[config.mk]
export PLATFORM = sky130hd
export DESIGN_NAME = btn_event_scheduler
export DESIGN_NICKNAME = d
export VERILOG_FILES = /design/src/rtl/btn_event_scheduler.sv
export SDC_FILE = /design/constraint.sdc
export NUM_CORES = 1
export LEC_CHECK = 0
export CAP_MARGIN = 30
export CORE_MARGIN = 4
export CORE_UTILIZATION = 54
export CTS_CLUSTER_DIAMETER = 60
export DETAILED_ROUTE_END_ITERATION = 12
export PLACE_DENSITY_LB_ADDON = 0.2
export SYNTH_ARGS = -nofsm -noshare
export SYNTH_HDL_FRONTEND = slang
export SYNTH_SLANG_ARGS = --single-unit
[constraint.sdc]
create_clock -name clk -period 2.86 [get_ports clk]
set_input_delay 0.572 -clock clk [delete_from_list [all_inputs] [get_ports clk]]
set_output_delay 0.572 -clock clk [all_outputs]
set_load 0.03 [all_outputs]
[src/rtl/btn_event_scheduler.sv]
// Four-button event scheduler: per-button pending requests, round-robin grant into a 4-deep
// event FIFO, and one shared hold/auto-repeat engine that follows the most recent press.
module btn_event_scheduler #(
  parameter int unsigned HOLD_CYCLES   = 25000000,
  parameter int unsigned REPEAT_CYCLES = 5000000
) (
  input  logic       clk,
  input  logic       rst,
  input  logic [3:0] btn_state,
  input  logic [3:0] btn_down,
  output logic       evt_valid,
  input  logic       evt_ready,
  output logic [1:0] evt_btn,
  output logic       evt_repeat,
  output logic       overflow,
  output logic [7:0] drop_cnt
);

  localparam int unsigned MaxCycles = (HOLD_CYCLES > REPEAT_CYCLES) ? HOLD_CYCLES : REPEAT_CYCLES;
  localparam int unsigned CntW      = (MaxCycles > 1) ? $clog2(MaxCycles) : 1;
  localparam logic [CntW-1:0] HoldLast = CntW'(HOLD_CYCLES - 1);
  localparam logic [CntW-1:0] RptLast  = CntW'(REPEAT_CYCLES - 1);

  typedef enum logic [1:0] {StIdle, StHold, StRepeat} state_e;

  state_e          r_state;
  logic [1:0]      r_owner;
  logic [CntW-1:0] r_cnt;
  logic [3:0]      r_pend_press, r_pend_rpt;
  logic [1:0]      r_rr;
  logic [2:0]      r_mem [4];
  logic [1:0]      r_wr, r_rd;
  logic [2:0]      r_count;
  logic            r_overflow;
  logic [7:0]      r_drop_cnt;

  logic [3:0] w_pend, w_clr_press, w_clr_rpt, w_req_rpt;
  logic [1:0] w_down_idx, w_gnt_idx, w_scan_idx;
  logic       w_last, w_tick, w_pop, w_gnt, w_gnt_rpt, w_drop;

  assign evt_valid  = (r_count != 3'd0);
  assign evt_btn    = r_mem[r_rd][2:1];
  assign evt_repeat = r_mem[r_rd][0];
  assign overflow   = r_overflow;
  assign drop_cnt   = r_drop_cnt;

  assign w_pop  = evt_valid & evt_ready;
  assign w_pend = r_pend_press | r_pend_rpt;
  assign w_last = (r_state == StHold) ? (r_cnt == HoldLast) : (r_cnt == RptLast);
  // A fresh press or a release both suppress the tick on this edge.
  assign w_tick = (r_state != StIdle) && (btn_down == 4'b0) && btn_state[r_owner] && w_last;

  always_comb begin
    w_down_idx = 2'd0;
    for (int k = 3; k >= 0; k--) begin
      if (btn_down[k]) w_down_idx = 2'(k);
    end
  end

  // Scan downward so the first pending button at or after r_rr wins.
  always_comb begin
    w_gnt      = 1'b0;
    w_gnt_idx  = 2'd0;
    w_scan_idx = 2'd0;
    for (int k = 3; k >= 0; k--) begin
      w_scan_idx = r_rr + 2'(k);
      if (w_pend[w_scan_idx]) begin
        w_gnt     = 1'b1;
        w_gnt_idx = w_scan_idx;
      end
    end
    if ((r_count == 3'd4) && !w_pop) w_gnt = 1'b0;
  end

  assign w_gnt_rpt   = !r_pend_press[w_gnt_idx];
  assign w_clr_press = (w_gnt && !w_gnt_rpt) ? (4'b0001 << w_gnt_idx) : 4'b0000;
  assign w_clr_rpt   = (w_gnt && w_gnt_rpt) ? (4'b0001 << w_gnt_idx) : 4'b0000;
  assign w_req_rpt   = w_tick ? (4'b0001 << r_owner) : 4'b0000;
  assign w_drop      = |((r_pend_press & ~w_clr_press & btn_down) |
                         (r_pend_rpt & ~w_clr_rpt & w_req_rpt));

  always_ff @(posedge clk) begin
    if (rst) begin
      r_state      <= StIdle;
      r_owner      <= 2'd0;
      r_cnt        <= '0;
      r_pend_press <= 4'b0;
      r_pend_rpt   <= 4'b0;
      r_rr         <= 2'd0;
      r_wr         <= 2'd0;
      r_rd         <= 2'd0;
      r_count      <= 3'd0;
      r_overflow   <= 1'b0;
      r_drop_cnt   <= 8'd0;
      for (int i = 0; i < 4; i++) r_mem[i] <= 3'd0;
    end else begin
      r_pend_press <= (r_pend_press & ~w_clr_press) | btn_down;
      r_pend_rpt   <= (r_pend_rpt & ~w_clr_rpt) | w_req_rpt;
      r_overflow   <= w_drop;
      if (w_drop && (r_drop_cnt != 8'hFF)) r_drop_cnt <= r_drop_cnt + 8'd1;

      if (w_gnt) begin
        r_mem[r_wr] <= {w_gnt_idx, w_gnt_rpt};
        r_wr        <= r_wr + 2'd1;
        r_rr        <= w_gnt_idx + 2'd1;
      end
      if (w_pop) r_rd <= r_rd + 2'd1;
      r_count <= r_count + 3'(w_gnt) - 3'(w_pop);

      case (r_state)
        StIdle: begin
          if (btn_down != 4'b0) begin
            r_owner <= w_down_idx;
            r_cnt   <= '0;
            r_state <= StHold;
          end
        end
        default: begin
          if (btn_down != 4'b0) begin
            r_owner <= w_down_idx;
            r_cnt   <= '0;
            r_state <= StHold;
          end else if (!btn_state[r_owner]) begin
            r_cnt   <= '0;
            r_state <= StIdle;
          end else if (w_last) begin
            r_cnt   <= '0;
            r_state <= StRepeat;
          end else begin
            r_cnt <= r_cnt + CntW'(1);
          end
        end
      endcase
    end
  end

endmodule
* Word level (Yosys, flattened, before mapping)
Memories as Yosys holds them, arrays and structs flattened. A register that Yosys moved wholly into a read port is not among the register bits.
Index checks and enable logic that the tools add are counted.
Widths: inputs -> output; s select.
** Storage, ports and cells
- Output and inout port bits :: 13
- Memories kept :: 1
- RAM bits :: 12
- Word-level logic and storage cells :: 114
- Register bits after elaboration :: 55
** Memory list
- r_mem :: words 4, bits a word 3, read ports 1, clocked after memory_dff 1, wr ports 4, line 31 : logic [2:0] r_mem [4];
** Cells by class
- Mux-type cells :: 49
- Bitwise operators :: 11
- Equal/unequal tests :: 7
- Shift-type cells :: 2
- Reductions and logical operators :: 17
- $add $sub $neg :: 10
- $lt $le $gt $ge :: 6
** Operators by type and width (number)
- $mux 25 :: 5
- $mux 2 :: 16
- $add 25x1->25 const B :: 1
- $eq 25x23->1 const B :: 1
- $eq 25x25->1 const B :: 1
- $lt 2x3->1 const B :: 6
- $mux 1 :: 18
- $and 4x4->4 :: 4
- $or 4x4->4 :: 4
- $bmux 1 s2 :: 6
- $mux 4 :: 3
- $add 2x1->2 const B :: 4
- $add 8x1->8 const B :: 1
- $ne 8x8->1 const B :: 1
- $not 4->4 :: 2
- $shl 1x2->4 const A :: 2
- $logic_and 1x1->1 :: 7
- $add 2x2->2 const B :: 2
- $logic_not 4->1 :: 1
- $reduce_bool 4->1 :: 1
- $reduce_or 4->1 :: 1
- $add 3x1->3 :: 1
- $eq 3x3->1 const B :: 1
- $mux 3 :: 1
- 11 further kinds :: 12

* Logic depth before layout (Yosys ltp)
- Word-level depth :: 18
- Depth in mapped cells :: 13
- Gate-level depth less buffers :: 11

* Worst setup path after synthesis
No wires, ideal clock.
- Path type :: input-to-reg
- From :: input port btn_down[0]
- To :: register r_drop_cnt[0] (netlist: drop_cnt[0])
- Arrival :: 2.641 ns
- Setup time :: 0.121 ns
- Data required time :: 2.739 ns
- Path slack :: 0.097 ns
- Stages on the path :: 8
- Path buffers :: 0
- Cell sequence :: nor4_2 nand3b_1 or4b_1 o211ai_1 mux2i_2 o22a_4 a21boi_4 mux2_4
** On the way
- Longest elaborated chain between the ends :: 9
- Elaborated cells on any way between the ends :: 10
** RTL lines
- from (decl) :: line 10 : input logic [3:0] btn_down,
- $logic_not 4->1 :: line 51 : assign w_tick = (r_state != StIdle) && (btn_down == 4'b0) && btn_state[r_owner] && w_last;
- $logic_and 1x1->1 (3 in a row) :: line 51
- $mux 4 :: line 78 : assign w_req_rpt = w_tick ? (4'b0001 << r_owner) : 4'b0000;
- $and 4x4->4 :: line 80 : (r_pend_rpt & ~w_clr_rpt & w_req_rpt));
- $or 4x4->4 (*) :: line 79 : assign w_drop = |((r_pend_press & ~w_clr_press & btn_down) |
- $reduce_or 4->1 (*) :: line 79
- $logic_and 1x1->1 (*) :: line 100 : if (w_drop && (r_drop_cnt != 8'hFF)) r_drop_cnt <= r_drop_cnt + 8'd1;
- to (signal assigned) :: line 100
- to (decl) :: line 35 : logic [7:0] r_drop_cnt;
Mark *: on every way between the ends. The rest lies on a longest branch, timed or not.
A chain may end at the register's enable or synchronous reset.

* Worst setup path after layout
- From :: input port btn_state[0]
- To :: register r_drop_cnt[3] (netlist: drop_cnt[3])
** On the way
- Longest elaborated chain between the ends :: 9
** RTL lines
- from (decl) :: line 9 : input logic [3:0] btn_state,
- $bmux 1 s2 :: line 51
- $mux 1 (not written as such) :: line 51
- $logic_and 1x1->1 (2 in a row) :: line 51
- $mux 4 :: line 78
- $and 4x4->4 :: line 80
- $or 4x4->4 :: line 79
- $reduce_or 4->1 :: line 79
- $logic_and 1x1->1 :: line 100
Every way passes these cells. The select of a mux whose other input is x is not followed.

==> summary.md <==
| Metric | Value |
|---|---|
| Status | `finished clean` |
| Io pins | `24` |
| Port-buffer cells | `23` |
| CTS buffer count | `9` |
| Pwr Density | `642 nW/µm²` |
| Tmin final | `2780 ps` |
| Clock root buffer | `clkbuf_8` |
| Final setup fails | `0` |
| Iteration-0 DRC Markers | `294` |
| WL final | `9250 µm` |
| Antenna viol nets, final | `0` |
| Avg WL per Cell | `15.1 µm` |
| Synthesized cell area | `3950 µm²` |
| Cell with the most instances after synthesis | `nor2_1` |
| Max-cap violations | `0` |
| Worst slew pin tran | `699 ps` |
| Fin area | `4790 µm²` |
| Tcrit/Tclk final | `0.972` |
| CTS Buffer Depth | `2` |
| Ys async rst share | `0` |
| Sequential element share of the synthesized area | `0.380` |
| Worst setup path start | `btn_state[0]` |
| Setup CP Type | `in2reg` |
| Vias in the first global route | `3459` |
| CP top delay family | `compound AO/OA/AOI/OAI gates` |
| Non-Filler Instances | `614` |
| Sink Count | `69` |
| Starting Density | `0.569` |
| Area contributors post-synth | `dfxtp_1, edfxtp_1, nor2_1` |
| DR DRC count | `0` |
| Synth top area share | `0.289` |
| Worst setup EP type | `register` |
| Top_reg_cell synth | `dfxtp_1` |
| Worst R2R Path Depth | `10` |
| Arr. time, crit path | `3020 ps` |
| CP Depth | `9` |
| Worst vdd ir | `0.000614 V` |
| Synth Net Count | `477` |
| Clock latency on the worst-skew pair | `350 ps` |
| Static Leak | `0.00184 µW` |
| Cells along the critical path | `clkdlybuf4s50_1, mux4_2, nand3b_1, or4b_4, o211ai_1, mux2i_2, o22a_4, a21oi_2, mux2_4` |
| Yosys Warn Count | `0` |
| Slew headroom | `0.534` |
| RSZ-0062 raised after global routing | `no` |
| Hold Path Class | `reg2reg` |
| Clock slew at reported path FFs | `80 ps` |
| Final Hold Viols | `0` |
| Initial antenna violation count | `0` |
| Fmax | `360 MHz` |
| Worst r2r dst | `drop_cnt[3]` |
| RR Startpoint | `r_rr[1]` |
| Die Ht | `93.5 µm` |
| Req. time, crit path | `3100 ps` |
| Wire length of the first global-routing pass | `15500 µm` |
| Synth cell types | `76` |
| P&R area growth vs syn | `21.3%` |
| Post-synth EDFFs | `12` |
| Synthesized area per cell | `8.64 µm²` |
| Routed vias | `3594` |
| Crit path capture | `drop_cnt[3]` |
| Vias per inst | `5.85` |
| Max Clock Skew | `7.26 ps` |
| Placed Cells | `594` |
| Die area | `8750 µm²` |
| Core footprint | `6940 µm²` |
| Area after DPL | `4480 µm²` |
| Detail Placement HPWL | `6570 µm` |
| CP max FO | `6` |
| H-tree lvl count | `3` |
| Final Power | `3080 µW` |
| Area leader, netlist | `dfxtp_1` |
| Setup tns final | `0 ps` |
| N_diodes | `0` |
| Number of synthesized register bits | `69` |
| Placer Congestion | `0.926` |
| Overflow after GRT | `0` |
| Max Slew Vio Count | `0` |
| CP Launch Type | `primary input` |
| Total GRT Usage | `0.219` |
| Die width | `93.5 µm` |
| Commonest cells post-synth | `nor2_1, dfxtp_1, nand2_1` |
| Post-Syn Instances | `457` |
| CP max stage cell | `or4b_4` |
| R2R Setup Slk | `100 ps` |
| CP Buf/Inv Count | `1` |
| Rows | `30` |
| CTS tree | `yes` |
| Layout cells sized above 1 | `0.220` |
| Nets | `533` |
| DR pass1 iterations | `5` |
| Crit path largest cell delay | `500 ps` |
| Maximum number of pins on one net before global-route repair | `40` |
| Hold_buf cts | `0` |
flip-flops by register name, indices dropped and copies added (netlist names), named ones only:
| register | cells |
|---|---|
| overflow | 1 |
| r_mem | 12 |
| r_rd | 2 |
| r_owner | 2 |
| r_pend_rpt | 4 |
| r_state | 2 |
| r_count | 3 |
| r_rr | 2 |
| r_pend_press | 4 |
| drop_cnt | 8 |
| r_cnt | 25 |
| r_wr | 2 |
tightest hold or removal path: stages (launching register included):
cell and delay, ps:
dfxtp_1 340, inv_1 70, a211oi_2 50
power by group:
| part | switching, µW | internal (µW) |
|---|---|---|
| clock network | 394 | 405 |
| logic | 561 | 505 |
| registers | 97.9 | 1110 |
| total | 1050 | 2020 |
cell usage in the layout, fill, tap and decap left out, types with 4 or more instances in the layout:
master,Yosys,final
inv_1,10,10
clkbuf_8,2,9
and2_1,4,4
nand4_1,5,5
dfxtp_1,57,56
clkdlybuf4s50_1,0,19
or3_1,6,6
nand2b_1,5,5
a211oi_2,2,4
mux2_4,5,5
and3_1,8,7
nand3_1,23,23
o21ai_0,20,19
nor2b_1,6,6
o21bai_1,4,4
edfxtp_1,12,12
nor4_1,6,5
ha_1,8,6
mux4_2,4,4
nand2_1,46,46
a21oi_1,34,34
nor2_1,73,73
buf_4,1,48
nor3_1,14,13
how the worst min path moves through the flow:
stage | from | endpoint | slack, ps | cells after the start
floorplan | r_cnt[9] | r_cnt[9] | 460 | 2
global placement | r_cnt[3] | r_cnt[3] | 490 | 2
detailed placement | r_cnt[9] | r_cnt[9] | 500 | 2
CTS | r_cnt[9] | r_cnt[9] | 510 | 2
global route | r_cnt[9] | r_cnt[9] | 540 | 2
finish | drop_cnt[6] | drop_cnt[6] | 510 | 2
kinds of logic (layout without fill, tap and decap cells):
| logic type | after synthesis | in the layout | synth area share |
|---|---|---|---|
| AOI/OAI and AO/OA | 104 | 104 | 0.194 |
| xor gates and xnor gates | 6 | 6 | 0.0133 |
| adders and majority gates | 9 | 9 | 0.0304 |
| buffers and inverters | 36 | 97 | 0.0488 |
| DFF | 69 | 69 | 0.380 |
| muxes | 14 | 14 | 0.0573 |
| and+or+nand+nor | 219 | 219 | 0.276 |
final cells by class:
class / count / area [µm²]
Multi-Input combinational cell: 352 / 2340
Clock buffer: 9 / 124
Inverter: 10 / 37.5
Fill cell: 565 / 2150
Timing Repair Buffer: 71 / 593
Clock inverter: 7 / 75.1
Tap cell: 96 / 120
Sequential cell: 69 / 1500
metrics by stage:
stage                util  hold WS (ps)  setup WS (ps)
floorplan               -           462           97.2
global placement    0.645           487           -311
detailed placement  0.645           497           -354
CTS                 0.675           508           5.26
global route        0.690           536           4.13
finish              0.690           511           80.6
per-layer routing:
| layer | global-route usage | vias up | routed length, µm |
|---|---|---|---|
| met5 | 0 | - | 0 |
| met4 | 0.0611 | 0 | 104 |
| met3 | 0.0563 | 15 | 393 |
| met2 | 0.378 | 84 | 4570 |
| met1 | 0.269 | 1726 | 4180 |
| li1 | - | 1769 | - |
timing repair:
item                       CTS  global route
gates resized for setup      2            21
pin swaps                    1             8
buffers inserted             1             3
setup endpoints to repair    3             9
No activity file was read; power rests on OpenSTA's default activity.
